[src/rtl/shift_right_seq.sv]
// Multi-cycle right shifter (logical/arithmetic) with a start/busy/done handshake and ALU flags.
// Define SHIFT_RIGHT_FAST_EN to move up to four bits per clock instead of one.
module shift_right_seq #(
   parameter int unsigned WIDTH = 32,
   parameter int unsigned AMT_W = $clog2(WIDTH)
) (
   input  logic             clk,
   input  logic             reset_n,
   input  logic             start,
   input  logic [WIDTH-1:0] busA,
   input  logic [AMT_W-1:0] amount,
   input  logic             arith,
   output logic             busy,
   output logic             done,
   output logic [WIDTH-1:0] dataOut,
   output logic             zeroFlag,
   output logic             overflowFlag,
   output logic             carryoutFlag,
   output logic             negativeFlag
);

   typedef enum logic [1:0] {
      IDLE  = 2'd0,
      SHIFT = 2'd1,
      DONE  = 2'd2
   } stateT;

   stateT            state;
   logic [AMT_W-1:0] counter;
   logic             mode;
   logic             flagValid;

   logic [AMT_W-1:0] stepAmt;
   logic [WIDTH-1:0] shiftNext;
   logic             carryNext;
   logic             lastStep;

`ifdef SHIFT_RIGHT_FAST_EN
   localparam logic [AMT_W-1:0] STEP_MAX = AMT_W'(4);

   // Step of min(counter, 4) bits; carry is the last bit leaving the word.
   always_comb begin
      stepAmt   = (counter > STEP_MAX) ? STEP_MAX : counter;
      shiftNext = mode ? WIDTH'($signed(dataOut) >>> stepAmt) : (dataOut >> stepAmt);
      carryNext = (stepAmt == '0) ? 1'b0 : dataOut[stepAmt - AMT_W'(1)];
      lastStep  = (counter <= STEP_MAX);
   end
`else
   // One bit per clock, fill from the sign bit in arithmetic mode.
   always_comb begin
      stepAmt   = AMT_W'(1);
      shiftNext = {(mode & dataOut[WIDTH-1]), dataOut[WIDTH-1:1]};
      carryNext = dataOut[0];
      lastStep  = (counter == AMT_W'(1));
   end
`endif

   always_ff @(posedge clk or negedge reset_n) begin
      if (!reset_n) begin
         state        <= IDLE;
         busy         <= 1'b0;
         done         <= 1'b0;
         dataOut      <= '0;
         carryoutFlag <= 1'b0;
         counter      <= '0;
         mode         <= 1'b0;
         flagValid    <= 1'b0;
      end else begin
         done <= 1'b0;
         case (state)
            IDLE: begin
               if (start) begin
                  dataOut      <= busA;
                  counter      <= amount;
                  mode         <= arith;
                  carryoutFlag <= 1'b0;
                  flagValid    <= 1'b1;
                  busy         <= 1'b1;
                  if (amount == '0) begin
                     state <= DONE;
                     done  <= 1'b1;
                  end else begin
                     state <= SHIFT;
                  end
               end
            end
            SHIFT: begin
               dataOut      <= shiftNext;
               carryoutFlag <= carryNext;
               counter      <= counter - stepAmt;
               if (lastStep) begin
                  state <= DONE;
                  done  <= 1'b1;
               end
            end
            DONE: begin
               busy  <= 1'b0;
               state <= IDLE;
            end
            default: begin
               busy  <= 1'b0;
               state <= IDLE;
            end
         endcase
      end
   end

   // Z/N are derived from the registered result; gated so both read 0 out of reset.
   assign zeroFlag     = flagValid & (dataOut == '0);
   assign negativeFlag = flagValid & dataOut[WIDTH-1];
   assign overflowFlag = 1'b0;

endmodule

[config.mk]
export PLATFORM = sky130hd
export DESIGN_NAME = shift_right_seq
export DESIGN_NICKNAME = d
export VERILOG_FILES = /design/src/rtl/shift_right_seq.sv
export SDC_FILE = /design/constraint.sdc
export NUM_CORES = 1
export LEC_CHECK = 0
export CORE_MARGIN = 5
export CORE_UTILIZATION = 26
export DETAILED_ROUTE_END_ITERATION = 8
export HOLD_SLACK_MARGIN = 0.05
export SYNTH_ARGS = -nofsm -noshare
export SYNTH_HDL_FRONTEND = slang
export SYNTH_SLANG_ARGS = --single-unit
[constraint.sdc]
create_clock -name clk -period 1.4 [get_ports clk]
set_input_delay 0.28 -clock clk [delete_from_list [all_inputs] [get_ports clk]]
set_output_delay 0.28 -clock clk [all_outputs]
set_load 0.01 [all_outputs]
==> flow_metrics.env <==
export IMPL_power_density_nw_per_um2=1960
export IMPL_hold_class="in2async"
export IMPL_final_area_um2=3860
export IMPL_clkLatencyLatePin_ns=0.31
export IMPL_cp_arrival_ns=1.56
export IMPL_wl_um=7560
export IMPL_ys_top_cells_by_area="dfrtp_1 (43%), a22oi_1 (10%), nor2b_1 (7.9%)"
export IMPL_p_leak_nw=1.63
export IMPL_track_usage=0.127
export IMPL_antenna_cells=0
export IMPL_critPathKind="reg2out"
export IMPL_drc=0
export IMPL_synth_ff_type="dfrtp_1"
export IMPL_worstPathMaxFanout=2
export IMPL_synth_distinct_cells=39
export IMPL_route_vias_total=2368
export IMPL_cts_sinks=44
export IMPL_worst_slack_ns=-0.436
export IMPL_grt_max_degree=45
export IMPL_clock_path_buffers=2
export IMPL_drtIter0Drc=108
export IMPL_layout_nets=415
export IMPL_violations="negative setup slack"
export IMPL_start_util=0.264
export IMPL_syn_to_final_growth_pct=51.6
export IMPL_finalMaxSlewViolations=0
export IMPL_die_area_um2=11900
export IMPL_finClkSkew_ns=0.0143
export IMPL_worstPathRequired_ns=1.12
export IMPL_hold_viol=0
export IMPL_wire_per_inst_um=14.9
export IMPL_synth_edf_count=0
export IMPL_dieWidth_um=109
export IMPL_dr_pass1_iters=4
export IMPL_synth_area_leader_cell="dfrtp_1"
export IMPL_preCtsSetupSlack_ns=-0.613
export IMPL_core_um2=9640
export IMPL_viasPerCell=4.68
export IMPL_clk_pin_slew_worst_paths_ns=0.10
export IMPL_end_kind="output port"
export IMPL_yosys_warnings=0
export IMPL_antenna_left=0
export IMPL_synth_top_area_share=0.433
export IMPL_port_buffers=77
export IMPL_grt_overflow=0
export IMPL_max_cap_violations=0
export IMPL_cts_tree="yes"
export IMPL_period_needed_ns=1.84
export IMPL_cts_made_buffers=5
export IMPL_start_kind="flop"
export IMPL_seq_area_frac_synth=0.433
export IMPL_status="complete, but fails checks"
export IMPL_drive_gt1_frac=0.314
export IMPL_utilization=0.400
export IMPL_netlist_area_um2=2540
export IMPL_grt_pass1_vias=2256
export IMPL_antenna_found_initial=0
export IMPL_synth_avg_cell_area_um2=9.94
export IMPL_io_pins=79
export IMPL_yosys_register_bits=44
export IMPL_detailed_place_hpwl_um=5730
export IMPL_max_freq_ghz=0.545
export IMPL_dpl_instance_area_um2=3740
export IMPL_vdd_drop_max_mv=0.842
export IMPL_setup_violations=1
export IMPL_async_flop_share=1.00
export IMPL_htreeDepth=2
export IMPL_period_share=1.31
export IMPL_grt_pass1_wl_um=11900
export IMPL_rsz0062_at_grt="true"
export IMPL_gp_congestion=0.791
export IMPL_netlist_instances=256
export IMPL_die_height_um=109
export IMPL_synth_nets=299
export IMPL_cts_root_buf="clkbuf_8"
export IMPL_rows=36
-- cells in the final DEF (no fill, tap or decap), types with 2 or more instances in the layout --
cell type / netlist / final
a21oi_1: 16 / 16
a21oi_2: 20 / 20
a22oi_1: 34 / 34
a2bb2oi_1: 2 / 2
buf_12: 0 / 4
buf_2: 4 / 2
buf_4: 2 / 45
buf_6: 8 / 10
clkbuf_2: 0 / 13
clkbuf_8: 0 / 5
clkdlybuf4s15_1: 0 / 14
clkdlybuf4s50_1: 0 / 38
clkinv_4: 0 / 2
dfrtp_1: 44 / 43
dlygate4sd2_1: 0 / 4
ha_1: 2 / 2
inv_1: 6 / 6
mux2i_1: 2 / 2
nand4_1: 3 / 3
nor2_1: 7 / 7
nor2b_1: 32 / 31
nor2b_4: 2 / 2
nor3_1: 3 / 2
nor3b_1: 2 / 2
nor4_1: 6 / 2
nor4_2: 0 / 4
o21ai_1: 35 / 35
-- final cells by class --
class,instances,area [um2]
flip-flops and latches,44,1100
clock inverters,3,47.5
repair buffers,131,1170
fillers,987,5780
well taps,133,166
inverters,7,26.3
multi-input cells,183,1270
clock buffers,5,68.8
-- cell usage after synthesis, types with 4 or more instances --
cell / count
a21oi_1: 16
a21oi_2: 20
a22oi_1: 34
buf_2: 4
buf_6: 8
clkbuf_1: 6
dfrtp_1: 44
inv_1: 6
nor2_1: 7
nor2b_1: 32
nor4_1: 6
o21ai_1: 35
-- worst paths after layout --
| kind | startpoint | end | slack (ns) | cells after the start |
|---|---|---|---|---|
| hold reg to reg | mode | mode | 0.50 | 1 |
| setup reg to reg | state[1] | mode | 0.11 | 3 |
| min in group clk | mode | mode | 0.50 | 1 |
| hold / removal | reset_n | dataOut[15] | 0.48 | 3 |
| max in group asynchronous | reset_n | state[1] | 0.69 | 3 |
| setup / recovery | dataOut[24] | zeroFlag | -0.44 | 5 |
-- state kept, by name (all words and copies together) (netlist names) --
register      flops
busy              1
carryoutFlag      1
counter           5
dataOut          32
done              1
flagValid         1
mode              1
state             2
-- metal layers --
metal / global-route usage / up-vias / share of wire
met5: 0 / - / 0
met4: 0.0271 / 0 / 0.0078
met3: 0.0272 / 7 / 0.060
met2: 0.197 / 73 / 0.45
met1: 0.183 / 1121 / 0.48
li1: - / 1167 / -
-- critical path, stage by stage (launching register included) --
cell,delay [ns]
dfrtp_1,0.40
nor4_2,0.27
buf_4,0.14
nand4_1,0.10
nor3_2,0.19
buf_2,0.16
-- metrics by stage --
| step | total power [W] | TNS, ns | instances | hold slack (ns) |
|---|---|---|---|---|
| global placement | 0.00667 | -10.09 | 495 | 0.276 |
| global route | 0.00815 | -0.590 | 506 | 0.507 |
| CTS | 0.00762 | -0.456 | 508 | 0.476 |
| detailed placement | 0.00672 | -10.18 | 495 | 0.280 |
| floorplan | 0.00452 | 0 | 256 | -0.0156 |
| finish | 0.00755 | -0.436 | 506 | 0.481 |
-- logic make-up (layout without fill, tap and decap cells) --
kind of cell    after synthesis  in the layout  synth area share
mux                           3              3            0.0123
fa+ha+maj                     2              2           0.00983
buf+inv                      29            146            0.0801
compound gates              116            116             0.310
other cells                   1              1           0.00147
simple gates                 61             61             0.154
flops                        44             44             0.433
-- where the power goes --
group | total, W | leakage, nW | internal [W] | switching, W
Combinational | 0.00437 | 1.02 | 0.00224 | 0.00213
Sequential | 0.00218 | 0.548 | 0.00182 | 0.000363
Clock | 0.00100 | 0.0583 | 0.000538 | 0.000463
Total | 0.00755 | 1.63 | 0.00459 | 0.00296
-- repair_timing --
action,CTS,global route
endpoints found under the hold margin,44,0
setup buffers,4,2
pin swaps,3,0
hold buffers,1,0
resized for setup,89,26
setup endpoints to repair,40,21
Power figures use the tool's default switching activity.
==> edit: new RTL, config.mk and constraints unchanged <==
`WIDTH`: 32 -> 16.
--- a/src/rtl/shift_right_seq.sv
+++ b/src/rtl/shift_right_seq.sv
@@ -3,3 +3,3 @@
 module shift_right_seq #(
-   parameter int unsigned WIDTH = 32,
+   parameter int unsigned WIDTH = 16,
    parameter int unsigned AMT_W = $clog2(WIDTH)
Interface: changed (resized amount, busA and dataOut); port bits go from 79 to 46. No check against the original RTL was run, so the function may have changed too.
==> edit against the original RTL <==
  * The run still ends with negative setup slack left
  * Wire length down 48%
  * Sequential cell count down 17
  * Total power down 44%
  * Setup slack better by 0.092 ns
  * Combinational power down 45%
  * Count of clock-buffer cells in the layout down 2
  * Design area down 44%
  * Synthesized area down 46%
  * Sequential share of layout area up 2.9 points
  * Hold slack worse by 0.12 ns
  * Highest routed layer unchanged
==> edit: results (changes against the original RTL) <==
STA
The final setup slack of the worst path came to -0.344 ns (+0.0923 ns). The final setup violation count came to 1 (unchanged). The post-route clock skew is 0.00304 ns (-0.0113 ns). The final-layout setup total negative slack is -0.344 ns (+0.0923 ns).

Critical path
The logic depth of the worst register-to-register path is 4 (+1). The endpoint identified for the worst register-to-register timing path is counter[2]$_DFFE_PN0P_. In this run the critical register-to-register path is launched from counter[0]$_DFFE_PN0P_.

Outcome
The checks that failed: negative setup slack. The run finished, with violations left.

Logic synthesis
The count of cell types in the netlist is 32 (-18%). The commonest cells after synthesis are sky130_fd_sc_hd__o22ai_1 (33), sky130_fd_sc_hd__dfrtp_1 (27), sky130_fd_sc_hd__a21oi_1 (20), sky130_fd_sc_hd__nor2_1 (9), sky130_fd_sc_hd__buf_2 (5). In the post-synthesis netlist, the biggest area contributors are sky130_fd_sc_hd__dfrtp_1 (49%), sky130_fd_sc_hd__o22ai_1 (15%), sky130_fd_sc_hd__a21oi_1 (7.3%).

The post-synthesis net count is 168 (-44%). The post-synthesis adder-cell area fraction is 1.82% (+0.84 points).

Drt
The vias per cell was 4.89 (+4.6%). The post-detailed-route wirelength per cell is 14.0 um (-6.6%).

Floorplanning
The die extent in x is 82.6 um (-24%).

Placed design
The last weighted congestion value of the routability-driven placer is 0.808 (+2.2%). The half-perimeter wire length after placement is 3.06 mm (-47%).

Finish
The largest registers in the layout are dataOut x16, counter x4, state x2. The number of nets at the end of the flow is 240 (-42%). The final-layout fill cell count is 544 (-45%).

Clock tree
The number of H-tree levels is 1 (-1). The clock insertion delay at the later pin of the skew report was 0.27 ns (-0.04 ns).

Global route
The first-pass GRT wire length was 6.31 mm (-47%). The pin count of the biggest net entering global routing is 28 (-38%). The number of global-route vias before repair was 1305 (-42%).

Power and ir drop
The peak supply drop is 0.542 mV (-36%).
==> edit: cell count changes after synthesis, moves of 8 or more <==
cell / unedited run / this run
sky130_fd_sc_hd__a21oi_2: 20 / 0
sky130_fd_sc_hd__a22oi_1: 34 / 0
sky130_fd_sc_hd__buf_6: 8 / 0
sky130_fd_sc_hd__dfrtp_1: 44 / 27
sky130_fd_sc_hd__nor2b_1: 32 / 3
sky130_fd_sc_hd__o21ai_1: 35 / 2
sky130_fd_sc_hd__o22ai_1: 0 / 33
==> edit: worst max-delay path by stage <==
| stage | start | cells past startpoint | end | slack [ns] |
|---|---|---|---|---|
| 3_5_place_dp | dataOut[6]$_DFFE_PN0P_ | 4 | zeroFlag | -0.56 |
| 5_1_grt | dataOut[3]$_DFFE_PN0P_ | 4 | zeroFlag | -0.44 |
| 2_1_floorplan | dataOut[10]$_DFFE_PN0P_ | 3 | zeroFlag | 0.03 |
| 3_3_place_gp | dataOut[6]$_DFFE_PN0P_ | 4 | zeroFlag | -0.52 |
| 4_1_cts | dataOut[3]$_DFFE_PN0P_ | 4 | zeroFlag | -0.40 |
| 6_report | dataOut[3]$_DFFE_PN0P_ | 4 | zeroFlag | -0.34 |
==> edit: final cells by class <==
class | count | area, sq um | share of cell area, %
Timing Repair Buffer | 79 | 689 | 32.1
Clock inverter | 1 | 7.51 | 0.350
Inverter | 5 | 18.8 | 0.875
Tap cell | 70 | 87.6 | 4.08
Clock buffer | 3 | 41.3 | 1.93
Multi-Input combinational cell | 98 | 624 | 29.1
Sequential cell | 27 | 676 | 31.5
==> edit: metal layers <==
metal	vias to the layer above	GRT usage (%)	share of wire, %
li1	685	-	-
met1	653	16.7	46
met2	43	18.5	45
met3	4	2.93	7.4
met4	0	3.43	1.1
met5	-	0	0
==> edit: timing repair <==
item | in CTS | in global routing
hold buffers | 0 | 0
pin swaps | 2 | 0
setup buffers | 0 | 2
gates resized for setup | 30 | 22
gates cloned | 0 | 0
setup endpoints to repair | 21 | 15
==> edit: metrics by stage <==
step / worst slack (ns) / cells / util, % / hold WS, ns
2_1_floorplan: 0.0275 / 142 / - / -0.0156
3_3_place_gp: -0.519 / 278 / 41.2 / 0.471
3_5_place_dp: -0.562 / 278 / 41.2 / 0.481
4_1_cts: -0.396 / 282 / 41.7 / 0.364
5_1_grt: -0.444 / 283 / 42.0 / 0.369
6_report: -0.344 / 283 / 42.0 / 0.360
==> edit: logic make-up (layout without fill, tap and decap cells) <==
family,count (synthesis),after routing
muxes,1,1
other,1,1
and+or+nand+nor,31,31
buffers and inverters,17,88
DFF,27,27
adders and majority gates,2,2
AOI/OAI and AO/OA,63,63
==> edit: critical path: cells and delay by family (launching register included) <==
family | cells | cell delay (ns)
simple gates | 3 | 0.61
flops | 1 | 0.42
buf+inv | 1 | 0.16
